File: src/rtl/ram_port_arbiter.sv
// Two-requester round-robin arbiter in front of a single-port synchronous word RAM.
// Partial byte-strobe writes become read-modify-write sequences.
module ram_port_arbiter #(
  parameter int ADDR_W = 8
) (
  input  logic              clk,
  input  logic              resetn,
  input  logic              m0_valid,
  output logic              m0_ready,
  input  logic [31:0]       m0_addr,
  input  logic [31:0]       m0_wdata,
  input  logic [3:0]        m0_wstrb,
  output logic [31:0]       m0_rdata,
  input  logic              m1_valid,
  output logic              m1_ready,
  input  logic [31:0]       m1_addr,
  input  logic [31:0]       m1_wdata,
  input  logic [3:0]        m1_wstrb,
  output logic [31:0]       m1_rdata,
  output logic              mem_wen,
  output logic [ADDR_W-1:0] mem_addr,
  output logic [31:0]       mem_wdata,
  input  logic [31:0]       mem_rdata,
  output logic              grant,
  output logic              busy
);

  typedef enum logic [2:0] {IDLE, RD, DATA, WR, DONE} state_t;

  typedef struct packed {
    logic [ADDR_W-1:0] addr;
    logic [31:0]       wdata;
    logic [3:0]        wstrb;
  } req_t;

  state_t            state_q, state_d;
  req_t [1:0]        port_req;
  req_t              req_q, req_d;
  logic [1:0]        vld;
  logic              sel;
  logic              grant_q, grant_d;
  logic [1:0]        ready_q, ready_d;
  logic [1:0][31:0]  rdata_q, rdata_d;
  logic              mem_wen_q, mem_wen_d;
  logic [ADDR_W-1:0] mem_addr_q, mem_addr_d;
  logic [31:0]       mem_wdata_q, mem_wdata_d;
  logic [31:0]       merged;
  logic              busy_q, busy_d;
  logic              unused_addr_bits;

  assign vld         = {m1_valid, m0_valid};
  assign port_req[0] = '{addr: m0_addr[ADDR_W+1:2], wdata: m0_wdata, wstrb: m0_wstrb};
  assign port_req[1] = '{addr: m1_addr[ADDR_W+1:2], wdata: m1_wdata, wstrb: m1_wstrb};
  // On a tie the port that was not served last wins.
  assign sel         = (&vld) ? ~grant_q : vld[1];

  assign unused_addr_bits = ^{m0_addr[31:ADDR_W+2], m0_addr[1:0],
                              m1_addr[31:ADDR_W+2], m1_addr[1:0]};

  for (genvar b = 0; b < 4; b++) begin : g_merge
    assign merged[8*b +: 8] = req_q.wstrb[b] ? req_q.wdata[8*b +: 8] : mem_rdata[8*b +: 8];
  end

  always_ff @(posedge clk or negedge resetn) begin
    if (!resetn) state_q <= IDLE;
    else         state_q <= state_d;
  end

  always_comb begin
    state_d = state_q;
    case (state_q)
      IDLE:    if (|vld) state_d = (port_req[sel].wstrb == 4'hF) ? WR : RD;
      RD:      state_d = DATA;
      DATA:    state_d = (req_q.wstrb == 4'h0) ? DONE : WR;
      WR:      state_d = DONE;
      DONE:    state_d = IDLE;
      default: state_d = IDLE;
    endcase
  end

  always_comb begin
    req_d       = req_q;
    grant_d     = grant_q;
    ready_d     = '0;
    rdata_d     = rdata_q;
    mem_wen_d   = 1'b0;
    mem_addr_d  = mem_addr_q;
    mem_wdata_d = mem_wdata_q;
    busy_d      = (state_d != IDLE);
    case (state_q)
      IDLE: if (|vld) begin
        grant_d    = sel;
        req_d      = port_req[sel];
        mem_addr_d = port_req[sel].addr;
        if (port_req[sel].wstrb == 4'hF) begin
          mem_wdata_d = port_req[sel].wdata;
          mem_wen_d   = 1'b1;
        end
      end
      DATA: if (req_q.wstrb == 4'h0) begin
        rdata_d[grant_q] = mem_rdata;
        ready_d[grant_q] = 1'b1;
      end else begin
        mem_wdata_d = merged;
        mem_wen_d   = 1'b1;
      end
      WR:      ready_d[grant_q] = 1'b1;
      default: ;
    endcase
  end

  always_ff @(posedge clk or negedge resetn) begin
    if (!resetn) begin
      req_q       <= '0;
      grant_q     <= 1'b1;
      ready_q     <= '0;
      rdata_q     <= '0;
      mem_wen_q   <= 1'b0;
      mem_addr_q  <= '0;
      mem_wdata_q <= '0;
      busy_q      <= 1'b0;
    end else begin
      req_q       <= req_d;
      grant_q     <= grant_d;
      ready_q     <= ready_d;
      rdata_q     <= rdata_d;
      mem_wen_q   <= mem_wen_d;
      mem_addr_q  <= mem_addr_d;
      mem_wdata_q <= mem_wdata_d;
      busy_q      <= busy_d;
    end
  end

  assign m0_ready  = ready_q[0];
  assign m1_ready  = ready_q[1];
  assign m0_rdata  = rdata_q[0];
  assign m1_rdata  = rdata_q[1];
  assign mem_wen   = mem_wen_q;
  assign mem_addr  = mem_addr_q;
  assign mem_wdata = mem_wdata_q;
  assign grant     = grant_q;
  assign busy      = busy_q;

endmodule
File: config.mk
export PLATFORM = sky130hd
export DESIGN_NAME = ram_port_arbiter
export DESIGN_NICKNAME = d
export VERILOG_FILES = /design/src/rtl/ram_port_arbiter.sv
export SDC_FILE = /design/constraint.sdc
export NUM_CORES = 1
export LEC_CHECK = 0
export BUFFER_PORTS_ARGS = -buffer_cell sky130_fd_sc_hd__buf_2
export CAP_MARGIN = 20
export CORE_MARGIN = 5
export CORE_UTILIZATION = 50
export CTS_BUF_LIST = sky130_fd_sc_hd__clkbuf_4
export DETAILED_ROUTE_END_ITERATION = 16
export HOLD_SLACK_MARGIN = 0.1
export PLACE_DENSITY = 0.83
export SKIP_CTS_REPAIR_TIMING = 1
export SLEW_MARGIN = 20
export SYNTH_ARGS = -nofsm -noshare
export SYNTH_HDL_FRONTEND = slang
export SYNTH_SLANG_ARGS = --single-unit
File: constraint.sdc
create_clock -name clk -period 2.3 [get_ports clk]
set_clock_uncertainty 0.1 [all_clocks]
set_input_delay 0.46 -clock clk [delete_from_list [all_inputs] [get_ports clk]]
set_output_delay 0.46 -clock clk [all_outputs]
set_load 0.02 [all_outputs]
## Word-level counts from Yosys, hierarchy flattened

Index checks and enable logic that the tools add are counted.

- Flip-flop bits (word level): 148
- Logic and storage cells: 58

- Equal/unequal tests: 7
- Bitwise operators: 1
- Reduce and logical (&&, ||, !) cells: 10
- $lt $le $gt $ge: 3
- Mux-type cells: 26

Operator list:

| cell | count |
|---|---|
| $mux 32 | 4 |
| $mux 44 | 2 |
| $bwmux 64 | 1 |
| $pmux 32 s2 | 1 |
| $demux 32 s1 | 1 |
| $mux 8 | 4 |
| $pmux 3 s4 | 1 |
| $eq 3x2->1 const B | 2 |
| $mux 3 | 2 |
| $ne 2x2->1 const B | 3 |
| $reduce_and 2->1 | 3 |
| $mux 1 | 5 |
| $eq 4x4->1 const B | 1 |
| $logic_not 4->1 | 1 |
| $lt 1x2->1 const B | 2 |
| $mux 2 | 2 |
| $pmux 2 s2 | 1 |
| $reduce_and 4->1 | 1 |
| $eq 3x1->1 const B | 1 |
| $logic_not 3->1 | 1 |
| $reduce_bool 3->1 | 1 |
| $pmux 1 s2 | 1 |
| $reduce_bool 2->1 | 1 |
| $reduce_or 2->1 | 1 |
| other kinds (4) | 4 |

## Longest topological paths before layout

- Depth after elaboration: 9
- Gate-level depth with buffers: 6
- Gate-level depth less buffers: 4

## Least setup slack after synthesis

OpenSTA, ideal clock, no wires.

- Path kind: register to register
- Start point: reg grant_q, in the netlist grant
- End point: reg mem_wdata_q[0], in the netlist mem_wdata[0]
- Arrival time: 1802 ps
- Clock period less this slack: 2027 ps
- Stages on the path, launching flop included: 7
- Data required time: 2075 ps
- Setup time: 125 ps
- Buffers on the path: 2
- Path slack: 273 ps
- Cells stage by stage: dfstp_2 > a21boi_1 > buf_4 > mux2i_1 > a21oi_2 > buf_6 > mux2_2

- Cells in the longest elaborated chain, start to end: 7
- Elaborated cells between the ends (all ways): 10
- Classes of those cells: 2 x eq/ne; 6 x mux; 1 x bitwise; 1 x reduce/logical

Ends and longest elaborated chain:

| what | RTL line | source |
|---|---|---|
| start, declared | 41 | `logic grant_q, grant_d;` |
| start signal, assigned | 124 | `grant_q <= grant_d;` |
| $not 1->1 (*) | 55 | `assign sel = (&vld) ? ~grant_q : vld[1];` |
| $mux 1 (*) | 55 |  |
| $mux 44 (implied by the code) (*) (2 in a row) | 96 | `mem_wdata_d = port_req[sel].wdata;` |
| $eq 4x4->1 or $mux 32 (tied branches) | 95 | `if (port_req[sel].wstrb == 4'hF) begin` |
| $ne 2x2->1 (no source line) or $mux 32 (tied branches) | -- |  |
| $reduce_and 4->1 (no source line) or $pmux 32 s2 (tied branches) | -- |  |
| end signal, assigned | 129 | `mem_wdata_q <= mem_wdata_d;` |
| end, declared | 46 | `logic [31:0] mem_wdata_q, mem_wdata_d;` |

Mark *: on every way between the ends. The rest lies on a longest branch, timed or not. The select of a mux whose other input is x is not followed.
A chain may end at the register's enable or synchronous reset.

## Worst setup path after layout

- Start point: reg state_q[2]
- End point: reg rdata_q (netlist bit m0_rdata[6])

- Cells in the longest elaborated chain, start to end: 2

Ends and longest elaborated chain:

| what | RTL line | source |
|---|---|---|
| start, declared | 36 | `state_t state_q, state_d;` |
| start signal, assigned | 66 | `else state_q <= state_d;` |
| $eq 3x2->1 | 90 | `case (state_q)` |
| $reduce_and 2->1 (no source line) | -- |  |
| end signal, assigned | 126 | `rdata_q <= rdata_d;` |
| end, declared | 43 | `logic [1:0][31:0] rdata_q, rdata_d;` |

Every way passes these cells.

==> reports/summary.txt <==
Synth Warn # - 0
H-Tree Depth - 4
HP Start - m0_addr[5]
Critical path required time - 2620 ps
Die width - 125 um
Max VDD drop - 690 uV
CP Capture Type - register
Critical setup path kind - register to register
Comb pwr share - 46.7%
Initial antenna violation count - 4
Critical path arrival - 2420 ps
Synth Register Bits - 148
Total power - 11.6 mW
Num CTS Buffers - 17
Sequential element share of the synthesized area - 56.0%
Die ar. - 15600 sq um
Clock-pin slew on the worst setup and hold paths - 120 ps
DP HPWL - 12500 um
FF-to-FF End - m0_rdata[6]
Crit-path cells - or3b_2, inv_1, and3_2, buf_12, mux2_2
Slew Viols, Final - 0
Starting Density - 50.4%
DRT iter0 DRCs - 272
Hold Vio Cnt, Final - 0
Residual DRC count - 0
Clk Latency, worst-skew pair - 540 ps
Die height - 125 um
Placement Cell Area - 8030 sq um
Largest delay share family, worst path - simple AND/OR/NAND/NOR gates
Synth top area share - 55.6%
Area contributors post-synth - dfrtp_1 (56%), mux2_2 (16%), mux2i_1 (6.8%)
Nets - 987
Clk buf depth - 2
Avg Inst Size Synth - 12.3 sq um
Internal power - 6.90 mW
Biggest area consumer among synthesized cells - dfrtp_1
Port Buf Inserts - 232
Leak - 4.20 nW
Netlist cell types - 29
Vias after detailed routing - 5268
Switching portion of total power - 40.7%
Clk pwr share - 14.8%
NetSw - 4.74 mW
GR peak layer - met2
Global routing usage on met1 - 25.1%
Routed length per placed instance - 17.5 um
Relative slew margins - 62.1%
Vias in the first global route - 5376
Grt met3 use - 8.49%
Slowest stage cell, crit path - or3b_2
Largest net degree at the start of global routing - 93
Overflow after GRT - 0
Final setup viols - 0
Synthesized area - 6620 sq um
Setup slack, reg-to-reg - 200 ps
Transition time of the tightest slew-check pin - 563 ps
Maximum clock rate - 476 MHz
Fin crit share - 91.4%
First-pass GRT wire length - 27400 um
Origin of the critical flop-to-flop path - state_q[2]
Global Route met2 Usage - 37.3%
CTS tree - built
TritonRoute pass-1 iters - 4
Final WL - 17600 um
Vias per cell - 5.25
Hold Path Class - primary input to register
PwrDens - 1330 nW/um^2
Layout cell share with drive strength beyond 1 - 46.6%
Critical Path Start Type - register
Fin area - 8740 sq um
Reg power frac - 38.5%
Row count - 42
CTS sink count - 148
Worst Path Buf+Inv - 2
Worst Reg-to-Reg Cells - 5
Worst Hold End - mem_addr[3]
CTS Root Cell - clkbuf_4
Antenna Nets Post-Route - 0
Gr usage total - 21.8%
Syn nets - 709
Unrepaired setup endpoints after global routing - no
Area growth syn-to-layout - 32.0%
Max Cap Viol - 0
IO Count - 281
GPL Wtd Cong - 0.797
Crit-path max cell delay - 530 ps
CORE AREA - 13100 sq um
Commonest non-fill, non-tap cells in the layout - buf_2 (231), dfrtp_1 (147), mux2_2 (95)
TNS Setup - 0 ps
Commonest non-fill, non-tap cell in the layout - buf_2
Tmin final - 2100 ps
Status - completed
Synth Instances - 537
Worst Path Max Fanout - 22
Worst hold path depth - 3
==> state kept, by name, indices dropped and copies added (netlist names) <==
name	count
req_q	36
m1_rdata	32
mem_wdata	32
m0_rdata	32
ready_q	2
mem_wen	1
busy	1
mem_addr	8
grant	1
state_q	3
==> worst max-delay path by stage <==
| stage | startpoint | end | slack [ps] | cells after the start |
|---|---|---|---|---|
| 3_3_place_gp | m0_valid | mem_wdata[19] | 170 | 6 |
| 2_1_floorplan | grant | mem_wdata[0] | 270 | 6 |
| 3_5_place_dp | m0_valid | mem_wdata[24] | 110 | 6 |
| 5_1_grt | grant | mem_addr[0] | 130 | 5 |
| 6_report | state_q[2] | m0_rdata[6] | 200 | 5 |
| 4_1_cts | state_q[2] | m0_rdata[3] | 210 | 5 |
==> power by group through the flow <==
| stage | Combinational [mW] | Clock (mW) | Sequential (mW) |
|---|---|---|---|
| floorplan | 2.57 | 0 | 5.53 |
| global placement | 5.21 | 0 | 4.41 |
| detailed placement | 5.43 | 0 | 4.52 |
| CTS | 5.43 | 1.78 | 4.47 |
| global route | 5.91 | 1.90 | 4.62 |
| finish | 5.43 | 1.72 | 4.48 |
==> cell families after synthesis <==
logic type             count (synthesis)  share of synthesized area (%)
AND/OR/NAND/NOR                       94                           7.14
multiplexers                         141                           23.1
buffers and inverters                 41                           3.86
AO/OA/AOI/OAI                        113                           9.90
flip-flops                           148                           56.0
==> worst register-to-register path, cell delays in order (launching register included) <==
cell and delay [ps]:
dfrtp_1 440, or3b_2 530, inv_1 110, and3_2 230
buf_12 200, mux2_2 380
==> area by class of cell <==
class                           instances  area (sq um)
Fill cell                             958          4400
Sequential cell                       148          3700
Multi-Input combinational cell        348          2690
Timing Repair Buffer                  295          1810
Tap cell                              176           220
Clock inverter                         12           163
Clock buffer                           18           135
Inverter                                5          18.8
Antenna cell                            1          2.50
==> per-layer routing <==
metal	vias to the layer above	share of wire, %
met4	6	1.8
met3	32	8.1
met1	2558	38
met5	-	0.19
li1	2480	-
met2	192	52
==> synth_stat cells <==
cell type / count
dfrtp_1: 147
mux2_2: 95
a21oi_1: 77
nor2_1: 51
mux2i_1: 45
a211oi_1: 32
nor2b_1: 32
buf_2: 14
buf_6: 10
clkbuf_1: 9
inv_1: 5
buf_4: 2
nand4_1: 2
a21boi_1: 1
a21oi_2: 1
a221oi_1: 1
and3_1: 1
clkbuf_2: 1
dfstp_2: 1
mux2_1: 1
nand2_1: 1
nand3_1: 1
nor3_1: 1
nor4_1: 1
nor4_4: 1
o21ai_0: 1
or2_2: 1
or3_1: 1
or3b_1: 1
==> stage by stage <==
step | setup WS (ps) | util, % | std cells | hold slack (ps)
after global routing | 128 | 66.5 | 1003 | 106
after floorplan | 273 | - | 537 | 64.4
after global placement | 172 | 61.1 | 931 | 332
after detailed placement | 110 | 61.1 | 931 | 339
final | 197 | 66.5 | 1003 | 117
after CTS | 209 | 63.4 | 961 | -293
Power figures use the tool's default switching activity.
